**config.mk**
```make
export PLATFORM = sky130hd
export DESIGN_NAME = pid_ctrl
export DESIGN_NICKNAME = d
export VERILOG_FILES = /design/src/rtl/pid_ctrl.sv
export SDC_FILE = /design/constraint.sdc
export NUM_CORES = 1
export LEC_CHECK = 0
export ABC_AREA = 1
export CAP_MARGIN = 30
export CORE_MARGIN = 8
export CORE_UTILIZATION = 55
export DETAILED_ROUTE_END_ITERATION = 10
export GPL_TIMING_DRIVEN = 0
export PLACE_DENSITY = 0.76
export SYNTH_ARGS = -nofsm -noshare
export SYNTH_HDL_FRONTEND = slang
export SYNTH_SLANG_ARGS = --single-unit
```
**constraint.sdc**
```tcl
create_clock -name clk -period 7.5 [get_ports clk]
set_input_delay 1.125 -clock clk [delete_from_list [all_inputs] [get_ports clk]]
set_output_delay 1.125 -clock clk [all_outputs]
set_load 0.05 [all_outputs]
```
**src/rtl/pid_ctrl.sv**
```systemverilog
// PID heading controller: turns a saturated heading-error stream into
// registered left/right wheel speed commands around a forward speed.
module pid_ctrl #(
    parameter logic [3:0] P_COEFF = 4'd6,
    parameter logic [4:0] D_COEFF = 5'd14
) (
    input  logic               clk,
    input  logic               rst,
    input  logic               moving,
    input  logic               err_vld,
    input  logic signed [11:0] error,
    input  logic        [9:0]  frwrd,
    output logic signed [10:0] lft_spd,
    output logic signed [10:0] rght_spd
);

    logic signed [9:0]  errSat;
    logic signed [9:0]  errReg_q, errReg_d;
    logic signed [9:0]  prevErr_q, prevErr_d;
    logic signed [15:0] integ_q, integ_d;
    logic signed [15:0] integSum;
    logic               integOvf;
    logic signed [10:0] errDiff;
    logic signed [6:0]  diffSat;
    logic signed [13:0] pTerm, iTerm, dTerm, pid;
    logic signed [10:0] pidScaled;
    logic signed [11:0] lftSum, rghtSum;
    logic signed [10:0] lftSat, rghtSat;
    logic signed [10:0] lftSpd_d, rghtSpd_d;

    // Clamp the raw 12-bit error into the 10-bit range the loop works in.
    always_comb begin
        if (error > 12'sd511) begin
            errSat = 10'sd511;
        end else if (error < -12'sd512) begin
            errSat = -10'sd512;
        end else begin
            errSat = error[9:0];
        end
    end

    // Candidate integrator sum and signed-overflow detect (same-sign operands, sign flips).
    always_comb begin
        integSum = integ_q + {{6{errSat[9]}}, errSat};
        integOvf = (integ_q[15] == errSat[9]) && (integSum[15] != integ_q[15]);
    end

    // P, I and D terms, all as 14-bit signed quantities, plus their sum.
    always_comb begin
        pTerm   = {{4{errReg_q[9]}}, errReg_q} * {10'd0, P_COEFF};
        iTerm   = {{4{integ_q[15]}}, integ_q[15:6]};
        errDiff = {errReg_q[9], errReg_q} - {prevErr_q[9], prevErr_q};
        if (errDiff > 11'sd63) begin
            diffSat = 7'sd63;
        end else if (errDiff < -11'sd64) begin
            diffSat = -7'sd64;
        end else begin
            diffSat = errDiff[6:0];
        end
        dTerm     = {{7{diffSat[6]}}, diffSat} * {9'd0, D_COEFF};
        pid       = pTerm + iTerm + dTerm;
        pidScaled = pid[13:3];
    end

    // Steer around the forward speed and clamp each wheel command to 11 bits.
    always_comb begin
        lftSum  = {2'b00, frwrd} + {pidScaled[10], pidScaled};
        rghtSum = {2'b00, frwrd} - {pidScaled[10], pidScaled};
        if (lftSum > 12'sd1023) begin
            lftSat = 11'sd1023;
        end else if (lftSum < -12'sd1024) begin
            lftSat = -11'sd1024;
        end else begin
            lftSat = lftSum[10:0];
        end
        if (rghtSum > 12'sd1023) begin
            rghtSat = 11'sd1023;
        end else if (rghtSum < -12'sd1024) begin
            rghtSat = -11'sd1024;
        end else begin
            rghtSat = rghtSum[10:0];
        end
    end

    // Next-state selection: a stopped robot clears the integrator and zeroes the wheels.
    always_comb begin
        errReg_d  = errReg_q;
        prevErr_d = prevErr_q;
        integ_d   = integ_q;
        lftSpd_d  = 11'sd0;
        rghtSpd_d = 11'sd0;
        if (err_vld) begin
            errReg_d  = errSat;
            prevErr_d = errReg_q;
        end
        if (!moving) begin
            integ_d = 16'sd0;
        end else if (err_vld && !integOvf) begin
            integ_d = integSum;
        end
        if (moving) begin
            lftSpd_d  = lftSat;
            rghtSpd_d = rghtSat;
        end
    end

    // State and output registers with synchronous reset.
    always_ff @(posedge clk) begin
        if (rst) begin
            errReg_q  <= 10'sd0;
            prevErr_q <= 10'sd0;
            integ_q   <= 16'sd0;
            lft_spd   <= 11'sd0;
            rght_spd  <= 11'sd0;
        end else begin
            errReg_q  <= errReg_d;
            prevErr_q <= prevErr_d;
            integ_q   <= integ_d;
            lft_spd   <= lftSpd_d;
            rght_spd  <= rghtSpd_d;
        end
    end

endmodule

```
Yosys cells after proc, flatten, opt, wreduce, memory -nomap -nowiden

Index checks and enable logic that the tools add are counted.

Add/sub/neg operators: 6
Multipliers: 2
Divide/modulo/power cells: 0
$lt $le $gt $ge: 8
Equality and inequality tests: 2
Shift operators: 0
Mux-type cells: 8
Bitwise logic cells: 1
Reductions and logical operators: 6

Operator list:

| kind                                                                    | number |
|---|---|
| 10-bit two-way mux                                                      | 4 |
| 12-bit by 11-bit > comparator with 1-bit output (second input constant) | 2 |
| 12-bit by 11-bit < comparator with 1-bit output (second input constant) | 2 |
| 11-bit two-way mux                                                      | 2 |
| 16-bit adder                                                            | 1 |
| 14-bit by 10-bit adder with 14-bit output                               | 1 |
| 14-bit adder                                                            | 1 |
| 14-bit by 2-bit multiplier with 13-bit output (second input constant)   | 1 |
| 14-bit by 3-bit multiplier with 13-bit output (second input constant)   | 1 |
| 7-bit two-way mux                                                       | 2 |
| 11-bit by 11-bit adder with 12-bit output                               | 1 |
| 12-bit by 10-bit > comparator with 1-bit output (second input constant) | 1 |
| 12-bit by 10-bit < comparator with 1-bit output (second input constant) | 1 |
| 11-bit by 11-bit subtractor with 12-bit output                          | 1 |
| 11-bit by 7-bit > comparator with 1-bit output (second input constant)  | 1 |
| 11-bit by 7-bit < comparator with 1-bit output (second input constant)  | 1 |
| 10-bit by 10-bit subtractor with 11-bit output                          | 1 |
| 3-bit OR reduction                                                      | 2 |
| 1-bit logical AND                                                       | 2 |
| 2-bit OR reduction                                                      | 1 |
| 1-bit == test                                                           | 1 |
| 1-bit logical NOT                                                       | 1 |
| 1-bit inequality test                                                   | 1 |
| 1-bit NOT                                                               | 1 |

Register bits: 58
Latch bits: 0
Memory bits (writable): 0
ROM bits: 0
Input port bits: 26
Output and inout bits: 22
Logic and storage cells: 40
Memories kept: 0

Depth between registers and ports, before layout

Depth in word-level cells: 10
Gate-level depth with buffers: 51

Worst setup path after synthesis

OpenSTA, ideal clock, no wires.

Kind: reg-to-reg
Start: register errReg_q[0]
End: register lft_spd[3]
Library setup time: 0.058 ns
Arrival time: 6.744 ns
Setup slack: 0.698 ns
Stages on the path, launching flop included: 46
Clock period less this slack: 6.802 ns
Cells stage by stage: dfxtp_1 -> inv_1 -> ha_1 -> inv_1 -> fa_1 -> nand2_1 -> nand3_1 -> nand3_1 -> nand2_1 -> nand2_1 -> nand2_1 -> nor2_1 -> nand3_1 -> nand2_2 -> inv_1 -> o21ai_1 -> xnor2_1 -> inv_1 -> [10 not listed] -> ha_1 -> inv_1 -> o21ai_0 -> nor2_1 -> o21ai_0 -> xnor2_1 -> inv_1 -> ha_1 -> inv_1 -> o311ai_0 -> a21oi_1 -> o21bai_1 -> nand2_1 -> nor2_1 -> nand3_4 -> nand2_2 -> nand2_1 -> nand2_1

Word-level cells in the longest chain between the ends: 10
Elaborated cells on any way between the ends: 14
Classes of those cells: add/sub: 4; mul: 2; order compare: 4; mux: 4

RTL lines:

| element                                         | line | RTL |
|---|---|---|
| from (decl)                                     | 18   | `logic signed [9:0] errReg_q, errReg_d;` |
| from (signal assigned)                          | 116  | `errReg_q <= errReg_d;` |
| 10-bit by 10-bit subtractor with 11-bit output  | 52   | `errDiff = {errReg_q[9], errReg_q} - {prevErr_q[9], prevErr_q};` |
| 11-bit by 7-bit < comparator with 1-bit output  | 55   | `end else if (errDiff < -11'sd64) begin` |
| 7-bit two-way mux                               | 55   |  |
| 7-bit two-way mux                               | 53   | `if (errDiff > 11'sd63) begin` |
| 14-bit by 3-bit multiplier with 13-bit output   | 60   | `dTerm = {{7{diffSat[6]}}, diffSat} * {9'd0, D_COEFF};` |
| 14-bit adder (*)                                | 61   | `pid = pTerm + iTerm + dTerm;` |
| 11-bit by 11-bit adder with 12-bit output (*)   | 67   | `lftSum = {2'b00, frwrd} + {pidScaled[10], pidScaled};` |
| 12-bit by 11-bit < comparator with 1-bit output | 71   | `end else if (lftSum < -12'sd1024) begin` |
| 11-bit two-way mux                              | 71   |  |
| 10-bit two-way mux (*)                          | 69   | `if (lftSum > 12'sd1023) begin` |
| to (signal assigned)                            | 119  | `lft_spd <= lftSpd_d;` |
| to (decl)                                       | 13   | `output logic signed [10:0] lft_spd,` |

Every way passes the cells marked *; elsewhere a longest branch is shown, timed or not.
A chain may end at the register's enable or synchronous reset.

Worst setup path in the final report

Start: register errReg_q[0]
End: register rght_spd[3]

Word-level cells in the longest chain between the ends: 10
Elaborated cells on any way between the ends: 14
Classes of those cells: add/sub: 4; mul: 2; order compare: 4; mux: 4

RTL lines:

| element                                            | line | RTL |
|---|---|---|
| 10-bit by 10-bit subtractor with 11-bit output     | 52   |  |
| 11-bit by 7-bit < comparator with 1-bit output     | 55   |  |
| 7-bit two-way mux                                  | 55   |  |
| 7-bit two-way mux                                  | 53   |  |
| 14-bit by 3-bit multiplier with 13-bit output      | 60   |  |
| 14-bit adder (*)                                   | 61   |  |
| 11-bit by 11-bit subtractor with 12-bit output (*) | 68   | `rghtSum = {2'b00, frwrd} - {pidScaled[10], pidScaled};` |
| 12-bit by 11-bit < comparator with 1-bit output    | 78   | `end else if (rghtSum < -12'sd1024) begin` |
| 11-bit two-way mux                                 | 78   |  |
| 10-bit two-way mux (*)                             | 76   | `if (rghtSum > 12'sd1023) begin` |
| to (signal assigned)                               | 120  | `rght_spd <= rghtSpd_d;` |
| to (decl)                                          | 14   | `output logic signed [10:0] rght_spd` |

Marks and branches as above.

==> impl_metrics.ini <==
[outcome]
status = finished, final reports clean

[synth]
syn_avg_cell_area_um2 = 7.220
yosys_warnings = 0
synth_fp_nets = 922
synth_edf_count = 0
synth_area_um2 = 5783
ys_types = 40
async_flop_share_pct = 0
yosysSeqAreaShare_pct = 20.08
ys_seq_elements = 58
synth-main-ff-cell = dfxtp_1
syn_inst = 801

[routing]
wl_met2_um = 7228
wl_um = 13920
first_pass_iters = 4
drtIter0Drc = 240
wl_met1_um = 5724
routedWlPerCell_um = 13.84
met3_length_um = 594
vias_per_cell = 5.287
num_vias = 5319
drc = 0
dr.max_layer_used = met4
ant_nets = 0

[clock_tree]
cts_max_level = 3
cts.clk_slew.worst_paths_ps = 70
cts_tree = built
cts_buffers = 9
clock_sinks = 58
cts.path.max_buffers = 2
clk_latency_ps = 330
cts-root-buf = clkbuf_8

[grt]
grt_first_pass_wirelength_um = 23220
grt_pass1_vias = 5306
grt_start_max_net_pins = 12
overflow = 0
antenna_found_initial = 0
grt_usage_pct = 19.54

[worst_setup_path]
crit_required_ps = 7730
reg2reg_from = errReg_q[0]
worst-path-buf-inv = 8
cp-start-kind = register
cp-endpoint = rght_spd[3]
r2r-end = rght_spd[3]
cp-end-kind = register
r2r_cells = 42
critical_path_depth = 42
cpMaxStageDelayCell = fa_1
crit_start = errReg_q[0]
crit_type = reg2reg
crit_family = adder cells
r2r_slack_ps = 500
crit_path_frequent_cell = nand2_1
crit_arrival_ps = 7220
crit_fanout = 8
critPathMaxStageDelay_ps = 490

[sta]
setup_violations = 0
period_needed_ps = 6996
min_period_over_period_pct = 93.28
finalHoldViolCount = 0
tightest_slew_ps = 601.2
finalSetupTns_ps = 0
slew_viol_final = 0
skew_ps = 9.250
slew_headroom_pct = 59.92
clock.fmax_mhz = 142.9

[placed_design]
portBuffers = 47
post-dp-hpwl_um = 11260
dp_cells = 984
place.gp.congestion = 0.9120

[job]
cap_violations = 0

[die]
die_w_um = 118.5
ios = 48
coreArea_um2 = 10280
fp.dieH_um = 118.5
start_util_pct = 56.27
rows = 37
die-area_um2 = 14050

[layout]
multi_input_area_um2 = 4120
drive_above_1_share_pct = 11.49
diodes = 0
stdcell_count = 1006
fill_cells = 914
synthToLayoutAreaGrowth_pct = 17.65
layout.nets = 986
register_area_um2 = 1161

[worst_hold_path]
hold_path.class = reg2reg
cell usage after synthesis, types with 3 or more instances:
cell type,count,area (µm²)
nand3b_1,3,22.52
or2_2,3,18.77
a21o_1,5,37.54
nand2_2,9,56.30
nor2_1,43,161.4
nand3_4,3,52.55
o21bai_1,11,82.58
nand3_1,34,170.2
nor3_1,3,15.01
nand4_1,8,50.05
buf_2,3,15.01
nor4_1,3,18.77
dfxtp_1,58,1161
ha_1,75,938.4
inv_2,3,11.26
nand3_2,5,50.05
o31ai_1,4,30.03
clkbuf_1,7,26.28
xor2_1,46,402.9
nand2_4,7,78.83
o21ai_1,5,25.02
a21oi_1,99,495.5
fa_1,20,400.4
o21ai_0,46,230.2
nand2_1,113,424.2
inv_1,160,600.6
xnor2_1,7,61.31
per-layer routing:
metal	vias up	global-route usage (%)
met5	-	0
met4	0	7.668
met3	32	3.760
met2	127	37.37
met1	2440	20.48
li1	2720	-
worst min-delay path, delay by kind of cell, from the launching register on:
family | cells | cell delay, ps
compound gates | 1 | 50
buf+inv | 1 | 50
flops | 1 | 320
worst min path at each step:
stage | startpoint | to | slack (ps) | cells past startpoint
floorplan | integ_q[0] | integ_q[0] | 430 | 2
global placement | integ_q[0] | integ_q[0] | 440 | 2
global route | integ_q[0] | integ_q[0] | 470 | 2
CTS | integ_q[0] | integ_q[0] | 460 | 2
detailed placement | integ_q[0] | integ_q[0] | 440 | 2
finish | integ_q[0] | integ_q[0] | 450 | 2
kinds of logic (layout without fill, tap and decap cells):
group	count (synthesis)	after routing	synth area share [%]
xor+xnor	53	53	8.027
flops	58	58	20.08
fa+ha+maj	95	95	23.15
buf+inv	175	244	11.49
compound gates	182	182	17.18
simple gates	238	238	20.08
sequential cells by signal (all words and copies together) (netlist names):
| signal | count |
|---|---|
| rght_spd | 11 |
| integ_q | 16 |
| prevErr_q | 10 |
| errReg_q | 10 |
| lft_spd | 11 |
layout make-up:
| cell class | count | area share, % |
|---|---|---|
| Clock inverter | 7 | 0.6804 |
| Buffer | 12 | 0.7723 |
| Inverter | 163 | 9.029 |
| Timing Repair Buffer | 53 | 7.576 |
| Tap cell | 136 | 2.501 |
| Multi-Input combinational cell | 568 | 60.56 |
| Clock buffer | 9 | 1.821 |
| Sequential cell | 58 | 17.07 |
stage by stage:
| step | cell area [µm²] | worst slack (ps) | util, % | hold WS [ps] |
|---|---|---|---|---|
| global placement | 6424 | -217.8 | 62.50 | 435.8 |
| finish | 6804 | 503.7 | 66.20 | 450.3 |
| global route | 6804 | -15.04 | 66.20 | 474.4 |
| floorplan | 5783 | 698.0 | - | 427.5 |
| CTS | 6643 | 5.627 | 64.63 | 455.2 |
| detailed placement | 6424 | -476.4 | 62.50 | 443.9 |
cell usage in the layout (no fill, tap or decap), types with 4 or more instances in the layout:
cell,n
xnor2_1,6
o21ai_0,40
ha_1,68
clkbuf_8,9
clkbuf_1,7
nor2_1,41
nand3_1,31
o21bai_1,10
clkdlybuf4s50_1,47
buf_4,7
a21oi_1,95
dfxtp_1,58
nand2_2,12
nand4_1,8
nand2_1,110
nand3_2,8
fa_1,18
ha_2,4
nand2_4,7
inv_1,155
a21oi_2,6
o21ai_2,5
xor2_1,46
inv_2,7
a21o_1,5
o21ai_1,5
repair_timing:
action / CTS / global route
hold buffers: 0 / 0
resized for setup: 9 / 40
setup buffers: 3 / 3
setup endpoints to repair: 22 / 22
pin swaps: 4 / 11
Power is not shown: default switching activity piles up to over one toggle a cycle in this logic, so the estimate is an artifact.
